File: src/rtl/jtdd_pkg.sv
// jtdd_pkg -- timing constants shared by the DD video pipeline.
//
// The default raster geometry lives here so that the object and scroll engines
// and the video timer all work from one set of numbers.
// Contents:
//   cnt_t        9-bit raster counter type (hdump / vdump)
//   DD_*         default raster geometry
//   in_window()  half-open range test [lo, lo+len) on a counter value
package jtdd_pkg;

  typedef logic [8:0] cnt_t;

  localparam int DD_HTOTAL   = 384;  // pixels per line
  localparam int DD_HB_START = 256;  // first blanked pixel
  localparam int DD_HS_START = 288;  // first pixel with HS
  localparam int DD_HS_LEN   = 32;   // HS width in pixels
  localparam int DD_VSTART   = 8;    // first vdump value of a frame
  localparam int DD_VTOTAL   = 272;  // lines per frame
  localparam int DD_VACTIVE  = 240;  // visible lines from DD_VSTART
  localparam int DD_VS_LINE  = 256;  // first line with VS
  localparam int DD_VS_LEN   = 3;    // VS width in lines

  function automatic logic in_window(input cnt_t val, input int lo, input int len);
    return (int'(val) >= lo) && (int'(val) < lo + len);
  endfunction

endpackage

File: src/rtl/jtdd_vtimer_cnt.sv
// jtdd_vtimer_cnt -- modulo counter running START..LAST with carry chaining.
//
// Ports:
//   clk, rst   clock, asynchronous active-high reset (count returns to START)
//   cin        advance enable
//   cnt        current count (registered)
//   cnt_next   value the count takes on the next clock edge
//   cout       high when cin is high and the count is about to wrap
module jtdd_vtimer_cnt
  import jtdd_pkg::*;
#(
  parameter cnt_t START = '0,
  parameter cnt_t LAST  = '0
) (
  input  logic clk,
  input  logic rst,
  input  logic cin,
  output cnt_t cnt,
  output cnt_t cnt_next,
  output logic cout
);

  always_comb begin
    cout     = cin && (cnt == LAST);
    cnt_next = cnt;
    if (cin) cnt_next = (cnt == LAST) ? START : cnt + 9'd1;
  end

  always_ff @(posedge clk, posedge rst) begin
    if (rst) cnt <= START;
    else     cnt <= cnt_next;
  end

endmodule

File: src/rtl/jtdd_vtimer.sv
// jtdd_vtimer -- DD main board video timing generator.
//
// Derives the 6 MHz pixel enable from cen12, runs the H/V dump counters and
// produces blanking, sync, frame and the VBL/IMS interrupt sources.
// Optional build macro: JTDD_VTIMER_DBGFREEZE_EN adds a 'freeze' input that
// pauses the raster (counters and flags hold, pxl_cen keeps pulsing).
//
// Ports:
//   clk, rst  clock, asynchronous active-high reset
//   cen12     12 MHz clock enable
//   freeze    (macro only) hold the raster while high
//   pxl_cen   6 MHz pixel enable, one clk wide
//   hdump     horizontal pixel counter, 0..HTOTAL-1
//   vdump     vertical line counter, VSTART..VSTART+VTOTAL-1
//   HBL, VBL  horizontal / vertical blank
//   HS, VS    horizontal / vertical sync
//   IMS       vdump[3], feeds the CPU FIRQ edge detector
//   frame     one pixel-period pulse on the first pixel of each frame
module jtdd_vtimer
  import jtdd_pkg::*;
#(
  parameter int HTOTAL   = DD_HTOTAL,
  parameter int HB_START = DD_HB_START,
  parameter int HS_START = DD_HS_START,
  parameter int HS_LEN   = DD_HS_LEN,
  parameter int VSTART   = DD_VSTART,
  parameter int VTOTAL   = DD_VTOTAL,
  parameter int VACTIVE  = DD_VACTIVE,
  parameter int VS_LINE  = DD_VS_LINE,
  parameter int VS_LEN   = DD_VS_LEN
) (
  input  logic clk,
  input  logic rst,
  input  logic cen12,
`ifdef JTDD_VTIMER_DBGFREEZE_EN
  input  logic freeze,
`endif
  output logic pxl_cen,
  output cnt_t hdump,
  output cnt_t vdump,
  output logic HBL,
  output logic VBL,
  output logic IMS,
  output logic HS,
  output logic VS,
  output logic frame
);

  localparam cnt_t VSTART_V = cnt_t'(VSTART);

  logic toggle;
  logic advance;
  cnt_t h_next, v_next;
  logic h_wrap, v_wrap;

  // Toggle starts low so the first cen12 after reset is swallowed and the
  // second one produces the first pixel enable.
  always_ff @(posedge clk, posedge rst) begin
    if (rst)        toggle <= 1'b0;
    else if (cen12) toggle <= ~toggle;
  end

  assign pxl_cen = cen12 & toggle;

`ifdef JTDD_VTIMER_DBGFREEZE_EN
  assign advance = pxl_cen & ~freeze;
`else
  assign advance = pxl_cen;
`endif

  jtdd_vtimer_cnt #(
    .START (9'd0),
    .LAST  (cnt_t'(HTOTAL - 1))
  ) u_hcnt (
    .clk      (clk),
    .rst      (rst),
    .cin      (advance),
    .cnt      (hdump),
    .cnt_next (h_next),
    .cout     (h_wrap)
  );

  jtdd_vtimer_cnt #(
    .START (VSTART_V),
    .LAST  (cnt_t'(VSTART + VTOTAL - 1))
  ) u_vcnt (
    .clk      (clk),
    .rst      (rst),
    .cin      (h_wrap),
    .cnt      (vdump),
    .cnt_next (v_next),
    .cout     (v_wrap)
  );

  // Flags are decoded from the counters' next values so they switch on the
  // same edge as hdump/vdump. A vertical wrap implies a horizontal wrap, so
  // v_wrap marks exactly the transition into (0, VSTART) after a full frame.
  always_ff @(posedge clk, posedge rst) begin
    if (rst) begin
      HBL   <= 1'b0;
      HS    <= 1'b0;
      VBL   <= 1'b0;
      VS    <= 1'b0;
      IMS   <= VSTART_V[3];
      frame <= 1'b0;
    end else if (advance) begin
      HBL   <= int'(h_next) >= HB_START;
      HS    <= in_window(h_next, HS_START, HS_LEN);
      VBL   <= int'(v_next) >= VSTART + VACTIVE;
      VS    <= in_window(v_next, VS_LINE, VS_LEN);
      IMS   <= v_next[3];
      frame <= v_wrap;
    end
  end

endmodule
File: config.mk
export PLATFORM = sky130hd
export DESIGN_NAME = jtdd_vtimer
export DESIGN_NICKNAME = d
export VERILOG_FILES = /design/src/rtl/jtdd_pkg.sv /design/src/rtl/jtdd_vtimer_cnt.sv /design/src/rtl/jtdd_vtimer.sv
export SDC_FILE = /design/constraint.sdc
export NUM_CORES = 1
export LEC_CHECK = 0
export ABC_CLOCK_PERIOD_IN_PS = 2400
export CORE_UTILIZATION = 50
export DETAILED_ROUTE_END_ITERATION = 10
export GPL_ROUTABILITY_DRIVEN = 0
export PLACE_DENSITY = 0.84
export SLEW_MARGIN = 25
export SYNTH_ARGS = -nofsm -noshare
export SYNTH_HDL_FRONTEND = slang
export SYNTH_SLANG_ARGS = --single-unit
export TNS_END_PERCENT = 100
File: constraint.sdc
create_clock -name clk -period 2.4 [get_ports clk]
set_input_delay 0.48 -clock clk [delete_from_list [all_inputs] [get_ports clk]]
set_output_delay 0.48 -clock clk [all_outputs]
set_load 0.02 [all_outputs]
==> results.sh <==
export IMPL_status="completed"
export IMPL_vias=1335
export IMPL_root_buffer="clkbuf_4"
export IMPL_drc_errors=0
export IMPL_grt_pass1_vias=1199
export IMPL_fmax_ghz=0.446
export IMPL_io_pins=28
export IMPL_post_route_util_pct=69.2
export IMPL_drt_iter0_drc=44
export IMPL_p_per_area_nw_per_um2=569
export IMPL_worstSkewPairLatency_ns=0.33
export IMPL_drive_gt1_share_pct=12.2
export IMPL_place_detailed_hpwl_um=2430
export IMPL_yosysTopAreaCell="dfrtp_1"
export IMPL_grt_overflow_total=0
export IMPL_grt_pass1_wl_um=5420
export IMPL_num_fill_cells=207
export IMPL_final_cell_area_um2=1780
export IMPL_arrival_ns=2.50
export IMPL_fin_crit_sh_pct=93.4
export IMPL_cts_buffer_depth=2
export IMPL_cts_buffers=3
export IMPL_diodes=0
export IMPL_min_path_type="input port to async pin"
export IMPL_grt_use_total_pct=25.8
export IMPL_end_kind="flip-flop"
export IMPL_ys_flop_type="dfrtp_1"
export IMPL_htreeDepth=1
export IMPL_dieHeight_um=54.8
export IMPL_cp_required_ns=2.66
export IMPL_avgSynthCellArea_um2=9.07
export IMPL_synth_area_leaders="dfrtp_1, nand2_1, o21ai_0, dfstp_2, xor2_1"
export IMPL_ant_nets=0
export IMPL_synthDominantCellAreaShare_pct=41.2
export IMPL_clkTransAtPathRegs_ns=0.15
export IMPL_async_reset_ff_share_pct=100
export IMPL_ctsHoldBuffers=0
export IMPL_crit_path_start_kind="flip-flop"
export IMPL_syn_inst=154
export IMPL_initial_utilization_pct=54.4
export IMPL_slew_headroom_pct=70.4
export IMPL_fin_tns_setup_ns=0
export IMPL_final_max_slew_viol_count=0
export IMPL_ys_seq_elements=25
export IMPL_worst_slew_pin_slew_ns=0.441
export IMPL_mostFrequentLayoutCell="clkdlybuf4s50_1"
export IMPL_cts_resized=0
export IMPL_rows=18
export IMPL_path_class="flip-flop to flip-flop"
export IMPL_dr_pass1_iters=5
export IMPL_synthesis_nets=159
export IMPL_port_buffers=27
export IMPL_synth_distinct_cells=39
export IMPL_cp_max_fo=9
export IMPL_regArea_um2=628
export IMPL_irDropWorstVdd_uv=586
export IMPL_core_area_um2=2570
export IMPL_drt_total_wl_um=3400
export IMPL_syn_cell_area_um2=1400
export IMPL_wl_per_cell_um=15.6
export IMPL_cts_sinks=25
export IMPL_max_cap_violations=0
export IMPL_most_common_layout_cells="clkdlybuf4s50_1, dfrtp_1, nand2_1"
export IMPL_grt_max_degree=26
export IMPL_hold_violations=0
export IMPL_syn2layout_area_growth_pct=27.2
export IMPL_antenna_found_initial=0
export IMPL_finish_net_count=194
export IMPL_synth_edf_count=0
export IMPL_cts_tree="done"
export IMPL_finalSetupViolCount=0
export IMPL_avgViaCountPerCell=6.12
export IMPL_multi_input_area_um2=714
export IMPL_dieArea_um2=3010
export IMPL_leakage_uw=0.000767
export IMPL_ys_warn_count=0
export IMPL_postCtsSetupBuffers=0
export IMPL_worst_clock_skew_ns=0.0118
export IMPL_fin_ws_ns=0.159
export IMPL_place_ws_ns=0.0390
export IMPL_final_min_clock_period_ns=2.24
export IMPL_grt_setup_unrepaired="no"
export IMPL_die_w_um=54.8
export IMPL_dpl_cell_area_um2=1750
export IMPL_seq_area_frac_synth_pct=45.0
## per-stage QoR
step,hold slack [ns],power (uW),cells
2_1_floorplan,0.463,684,154
3_3_place_gp,0.466,812,214
4_1_cts,0.494,1020,218
5_1_grt,0.520,1060,218
3_5_place_dp,0.469,824,214
6_report,0.483,1010,218
## final cells by class
class	instances	share of cell area, %
sequential	25	35.4
tap	30	2.11
inverter	6	1.27
timing repair buffer	37	19.5
clock buffer	3	1.27
clock inverter	1	0.282
multi-input combinational	116	40.2
## final timing paths
path | startpoint | end | slack [ns] | cells after the start
max | u_vcnt.cnt[0] | VS | 0.16 | 7
min | rst | VS | 0.48 | 3
max reg2reg | u_vcnt.cnt[0] | VS | 0.16 | 7
min reg2reg | frame | frame | 0.49 | 2
max in group asynchronous | rst | IMS | 1.61 | 3
min in group clk | frame | frame | 0.49 | 2
## metal layers
| metal | track usage, % | share of wire [%] | up-vias |
|---|---|---|---|
| met5 | 0 | 0 | - |
| met3 | 3.61 | 6.3 | 9 |
| met2 | 44.0 | 50 | 61 |
| li1 | - | - | 626 |
| met1 | 32.5 | 42 | 639 |
| met4 | 10.3 | 1.6 | 0 |
## logic make-up (layout without fill, tap and decap cells)
family	Yosys count	in the layout	synth area share [%]
buf+inv	13	47	3.85
compound gates	36	36	16.1
fa+ha+maj	2	2	1.79
flops	25	25	45.0
mux	4	4	3.14
simple gates	65	65	24.5
xor+xnor	9	9	5.64
## cell usage after synthesis, types with 2 or more instances
master and n:
o22ai_1 2, ha_1 2, nor4_1 2, xnor2_1 4, clkbuf_1 3, nand2_1 20, and3_1 6, nand3_1 7
o31ai_1 3, nor2b_1 3, nor2_1 9, a21oi_1 8, inv_1 5, o21ai_0 12, a21boi_0 2, buf_2 4
nand4_1 5, nand2b_1 2, dfrtp_1 23, xor2_1 5, a31oi_1 2, a21o_1 2, nor3_1 4, mux2_2 3
dfstp_2 2
## critical path, stage by stage (launching register included)
cell,delay (ns)
dfrtp_1,0.48
ha_1,0.26
and3_1,0.22
nand3_1,0.15
or3b_2,0.46
o22ai_1,0.22
a21boi_0,0.15
o31ai_1,0.25
## report_power, final
group          internal, uW  total (uW)  switching, uW
Combinational           132         278            146
Clock                  62.7         196            133
Sequential              468         536           68.3
## flip-flops by register name (all words and copies together) (netlist names)
register	cells
HBL	1
HS	1
IMS	1
toggle	1
u_hcnt.cnt	9
u_vcnt.cnt	9
VBL	1
frame	1
VS	1
(Power assumes the default switching activity.)
